--- src/rtl/aes_192_wb_sequencer.sv ---
// Wishbone master that drives a memory-mapped AES-192 slave, one 128-bit block at a time.
// Rewrites the key only when it has changed, then writes the data, starts the core, polls and reads back.
module aes_192_wb_sequencer #(
  parameter logic [31:0] BASE_ADR   = 32'h0000_0000,
  parameter int unsigned POLL_LIMIT = 1024
) (
  input  logic         wb_clk_i,
  input  logic         wb_rst_i,
  input  logic [191:0] key_i,
  input  logic         key_load_i,
  input  logic         blk_valid_i,
  output logic         blk_ready_o,
  input  logic [127:0] blk_data_i,
  output logic         res_valid_o,
  input  logic         res_ready_i,
  output logic [127:0] res_data_o,
  output logic         busy_o,
  output logic         err_o,
  output logic [31:0]  wb_adr_o,
  output logic [31:0]  wb_dat_o,
  input  logic [31:0]  wb_dat_i,
  output logic [3:0]   wb_sel_o,
  output logic         wb_we_o,
  output logic         wb_stb_o,
  output logic         wb_cyc_o,
  input  logic         wb_ack_i
);

  localparam logic [15:0] PollLimit = 16'(POLL_LIMIT);

  typedef enum logic [2:0] {
    StIdle, StWkey, StWdata, StStart, StPoll, StRdres, StOut
  } state_e;

  state_e       state_q, state_d;
  logic         gap_q, gap_d;
  logic [2:0]   idx_q, idx_d;
  logic [15:0]  poll_q, poll_d;
  logic [191:0] key_q, key_d;
  logic         key_dirty_q, key_dirty_d;
  logic [127:0] blk_q, blk_d;
  logic [127:0] res_q, res_d;
  logic         err_q, err_d;

  logic         xfer;
  logic         wr;
  logic         ack;
  logic [3:0]   word_idx;
  logic [31:0]  wr_data;

  // Bus request decode; gap_q forces the idle cycle that follows every acknowledged transfer.
  always_comb begin
    xfer     = 1'b0;
    wr       = 1'b0;
    word_idx = '0;
    wr_data  = '0;
    unique case (state_q)
      StWkey: begin
        xfer     = !gap_q;
        wr       = 1'b1;
        word_idx = 4'd5 + {1'b0, idx_q};
        wr_data  = key_q[{idx_q, 5'b0} +: 32];
      end
      StWdata: begin
        xfer     = !gap_q;
        wr       = 1'b1;
        word_idx = 4'd1 + {2'b0, idx_q[1:0]};
        wr_data  = blk_q[{idx_q[1:0], 5'b0} +: 32];
      end
      StStart: begin
        xfer     = !gap_q;
        wr       = 1'b1;
        word_idx = 4'd0;
        wr_data  = 32'h1;
      end
      StPoll: begin
        xfer     = !gap_q;
        word_idx = 4'd11;
      end
      StRdres: begin
        xfer     = !gap_q;
        word_idx = 4'd12 + {2'b0, idx_q[1:0]};
      end
      default: ;
    endcase
  end

  assign ack         = xfer & wb_ack_i;
  assign wb_cyc_o    = xfer;
  assign wb_stb_o    = xfer;
  assign wb_we_o     = xfer & wr;
  assign wb_sel_o    = 4'hF;
  assign wb_adr_o    = xfer ? BASE_ADR + {26'd0, word_idx, 2'b00} : '0;
  assign wb_dat_o    = (xfer & wr) ? wr_data : '0;
  assign blk_ready_o = (state_q == StIdle);
  assign busy_o      = (state_q != StIdle);
  assign res_valid_o = (state_q == StOut);
  assign res_data_o  = res_q;
  assign err_o       = err_q;

  always_comb begin
    state_d     = state_q;
    gap_d       = 1'b0;
    idx_d       = idx_q;
    poll_d      = poll_q;
    key_d       = key_q;
    key_dirty_d = key_dirty_q;
    blk_d       = blk_q;
    res_d       = res_q;
    err_d       = err_q;
    unique case (state_q)
      StIdle: begin
        if (key_load_i) begin
          key_d       = key_i;
          key_dirty_d = 1'b1;
        end
        if (blk_valid_i) begin
          blk_d   = blk_data_i;
          state_d = (key_dirty_q || key_load_i) ? StWkey : StWdata;
        end
      end
      StWkey: begin
        if (ack) begin
          gap_d = 1'b1;
          if (idx_q == 3'd5) begin
            key_dirty_d = 1'b0;
            state_d     = StWdata;
          end else begin
            idx_d = idx_q + 3'd1;
          end
        end
      end
      StWdata: begin
        if (ack) begin
          gap_d = 1'b1;
          if (idx_q == 3'd3) state_d = StStart;
          else               idx_d   = idx_q + 3'd1;
        end
      end
      StStart: begin
        if (ack) begin
          gap_d   = 1'b1;
          state_d = StPoll;
        end
      end
      StPoll: begin
        if (ack) begin
          gap_d  = 1'b1;
          poll_d = poll_q + 16'd1;
          if (wb_dat_i[0]) begin
            state_d = StRdres;
          end else if (poll_q + 16'd1 == PollLimit) begin
            err_d   = 1'b1;
            state_d = StIdle;
          end
        end
      end
      StRdres: begin
        if (ack) begin
          gap_d = 1'b1;
          res_d[{idx_q[1:0], 5'b0} +: 32] = wb_dat_i;
          if (idx_q == 3'd3) state_d = StOut;
          else               idx_d   = idx_q + 3'd1;
        end
      end
      StOut: begin
        if (res_ready_i) state_d = StIdle;
      end
      default: state_d = StIdle;
    endcase
    // Word and poll counters restart on every state entry.
    if (state_d != state_q) begin
      idx_d  = '0;
      poll_d = '0;
    end
  end

  always_ff @(posedge wb_clk_i or posedge wb_rst_i) begin
    if (wb_rst_i) begin
      state_q     <= StIdle;
      gap_q       <= 1'b0;
      idx_q       <= '0;
      poll_q      <= '0;
      key_q       <= '0;
      key_dirty_q <= 1'b1;
      blk_q       <= '0;
      res_q       <= '0;
      err_q       <= 1'b0;
    end else begin
      state_q     <= state_d;
      gap_q       <= gap_d;
      idx_q       <= idx_d;
      poll_q      <= poll_d;
      key_q       <= key_d;
      key_dirty_q <= key_dirty_d;
      blk_q       <= blk_d;
      res_q       <= res_d;
      err_q       <= err_d;
    end
  end

endmodule

--- config.mk ---
export PLATFORM = sky130hd
export DESIGN_NAME = aes_192_wb_sequencer
export DESIGN_NICKNAME = d
export VERILOG_FILES = /design/src/rtl/aes_192_wb_sequencer.sv
export SDC_FILE = /design/constraint.sdc
export NUM_CORES = 1
export LEC_CHECK = 0
export ABC_AREA = 1
export CORE_AREA = 2 2 221 223
export CTS_CLUSTER_DIAMETER = 40
export CTS_CLUSTER_SIZE = 24
export DETAILED_ROUTE_END_ITERATION = 10
export DIE_AREA = 0 0 223 225
export PLACE_DENSITY = 0.84
export SLEW_MARGIN = 20
export SYNTH_ARGS = -nofsm -noshare
export SYNTH_HDL_FRONTEND = slang
export SYNTH_SLANG_ARGS = --single-unit
--- constraint.sdc ---
create_clock -name wb_clk_i -period 16.9 [get_ports wb_clk_i]
set_clock_uncertainty 0.05 [all_clocks]
set_input_delay 1.69 -clock wb_clk_i [delete_from_list [all_inputs] [get_ports wb_clk_i]]
set_output_delay 1.69 -clock wb_clk_i [all_outputs]
set_load 0.05 [all_outputs]
==> results.toml <==
[grt]
grt_pass1_vias = 21300
antenna_found_initial = 12
grt_usage_pct = 30.9
grt_max_degree = 146
grt_pass1_wl_um = 119000
globalRouteOverflowTotal = 0

[drt]
wl_met1_um = 28300
drc = 0
met3_length_um = 6730
vias = 21600
top_layer_used = "met5"
post_drt_wl_per_cell_um = 19.7
wl_met2_um = 37900
dr.pass1.iters = 5
routed_wl_um = 78200
drt_iter0_markers = 2188
final_antenna_net_count = 0
vias_per_cell = 5.43

[timing]
tightest_slew_ns = 1.12
finalSetupViolations = 0
fin_crit_sh_pct = 37.0
rsz0062_at_grt = "false"
fin_crit_ns = 6.26
timing.setup.tns_ns = 0
hold_viol = 0
maxSlewHeadroom_pct = 24.9
fmax_mhz = 160
drv_slew = 0

[logic_synthesis]
netlist_area_mm2 = 0.0222
synth-compound-area-share_pct = 13.2
synth_xor_area_share_pct = 0.118
synth_adder_area_share_pct = 0.451
synth.most_common_cell = "nand2_1"
yosysSeqAreaShare_pct = 53.3
synth_cells = 2858
synth-seq-cells = 473
synth_top_family_by_area = "simple AND/OR/NAND/NOR gates"
synthTopCellsByArea = "dfrtp_1, nand2_1, o21ai_0"
yosys_most_used_dff = "dfrtp_1"
yosysUniqueCellTypes = 37
yosys.area.top_type = "dfrtp_1"
muxShareOfSynthArea_pct = 0
yosysTopAreaCellShare_pct = 53.2
yosysWarnings = 0
synthTopCellsByCount = "nand2_1, dfrtp_1, o21ai_0"
yosys.area_share.simple_pct = 26.5
synth-async-reset-ratio_pct = 100
synthesis.area_per_instance_um2 = 7.77
synth_edf_count = 0

[setup_path]
cp_slowest_stage_delay_ns = 0.88
rr_worst_depth = 10
slowest_stage = "clkdlybuf4s50_1"
cp_data_required_time_ns = 15.16
crit_path_end_kind = "primary output"
crit_chain = "buf_4 -> buf_4 -> o21ai_0 -> o21ai_0 -> nand2_1 -> o21ai_0 -> nand2_1 -> a21oi_1 -> clkdlybuf4s50_1"
crit_path_max_fanout = 90
worst_setup_path_start_kind = "flop"
path_class = "reg2out"
crit_top_cell = "o21ai_0"
crit_arrival_ns = 4.52

[clocking]
hold_buffers = 0
numCtsBuffers = 71
clockBufferDepth = 3
clock-sinks = 473
root_buffer = "clkbuf_16"
ctsResizeCount = 0
cts.clk_slew.worst_paths_ns = 0.06
clock_latency_ns = 0.59
cts_tree = "built"
postCtsSetupBuffers = 0
h-tree-depth = 3

[final_layout]
fin_area_mm2 = 0.0301
drive_gt1_share_pct = 5.96
finalNonFillerCells = 3980
syn_to_final_growth_pct = 35.6
nets = 3666

[min_path]
worst_hold_path_type = "reg2reg"
min_path_cells = 2

[place]
postPlaceCellArea_mm2 = 0.0277
dp.cells = 3841
dpl.hpwl_um = 53000
placement.io_buffers = 528
gp_congestion = 0.930

[die]
start_util_pct = 46.7
core_mm2 = 0.0475
row_count = 80
fp.dieH_um = 225
die_area_mm2 = 0.0502
die_w_um = 223
ios = 561

[flow_run]
cap_viol_max_count = 0

[pwr]
ir_worst_vdd_uv = 126
power_density_mw_per_mm2 = 188
p_leak_nw = 14.3

[status]
status = "complete, no violations"
cell type report:
| cell class | count | area [µm²] |
|---|---|---|
| antenna | 8 | 20.0 |
| timing repair buffer | 556 | 5510 |
| clock buffer | 82 | 1870 |
| inverter | 114 | 447 |
| clock inverter | 48 | 568 |
| sequential | 473 | 11800 |
| fill | 3876 | 17400 |
| multi-input combinational | 2084 | 9100 |
| tap | 615 | 769 |
routing by layer:
| layer | GRT usage, % | vias to the layer above |
|---|---|---|
| li1 | - | 10000 |
| met1 | 35.8 | 10200 |
| met2 | 52.0 | 1093 |
| met3 | 7.57 | 260 |
| met4 | 19.1 | 12 |
| met5 | 0 | - |
registers in the layout, summed over array words and instances, names as in the netlist:
| name | flops |
|---|---|
| err_o | 1 |
| gap_q | 1 |
| res_data_o | 128 |
| idx_q | 3 |
| key_dirty_q | 1 |
| state_q | 3 |
| poll_q | 16 |
| key_q | 192 |
| blk_q | 128 |
kinds of logic (layout without fill, tap and decap cells):
logic type                 count (synthesis)  in the layout
other                                      2             40
buffers and inverters                    331            800
AOI/OAI and AO/OA                        581            581
xor gates and xnor gates                   3              3
DFF                                      473            473
adders and majority gates                  8              8
and+or+nand+nor                         1460           1460
report_power, final:
part	switching (mW)	internal [mW]	leakage, nW
Clock	0.599	0.916	1.20
Sequential	0.273	1.57	6.04
Combinational	1.61	0.701	7.04
final timing paths:
path	slack, ns	to	start
max	10.64	wb_dat_o[9]	idx_q[0]
min	0.41	blk_q[83]	blk_q[83]
max reg2reg	13.05	key_q[65]	state_q[0]
min reg2reg	0.41	blk_q[83]	blk_q[83]
max in group asynchronous	12.90	blk_q[48]	wb_rst_i
min in group asynchronous	1.63	key_q[62]	wb_rst_i
worst max-delay path, delay by kind of cell, from the launching register on:
family / cells / cell delay, ns
AO/OA/AOI/OAI: 4 / 0.86
buffers and inverters: 3 / 2.13
flip-flops: 1 / 0.67
AND/OR/NAND/NOR: 2 / 0.20
stage by stage:
step	hold slack (ns)	setup slack, ns	power [mW]	utilization [%]
floorplan	0.387	1.97	3.31	-
global placement	0.398	11.40	4.08	58.2
detailed placement	0.403	11.35	4.13	58.2
CTS	0.417	10.67	5.68	63.3
global route	0.427	10.34	5.99	63.4
finish	0.414	10.64	5.67	63.4
placed cells by master, fill, tap and decap left out, types with 11 or more instances in the layout:
cell type and n:
nor2_4 15, a21oi_1 189, o21ai_0 383, conb_1 32
inv_6 18, clkbuf_16 72, inv_1 102, nor2_1 224
nand3_1 68, nand4_1 51, inv_8 11, clkdlybuf4s50_1 528
nand2_1 1081, dfrtp_1 470, buf_4 27
(Power assumes the default switching activity.)
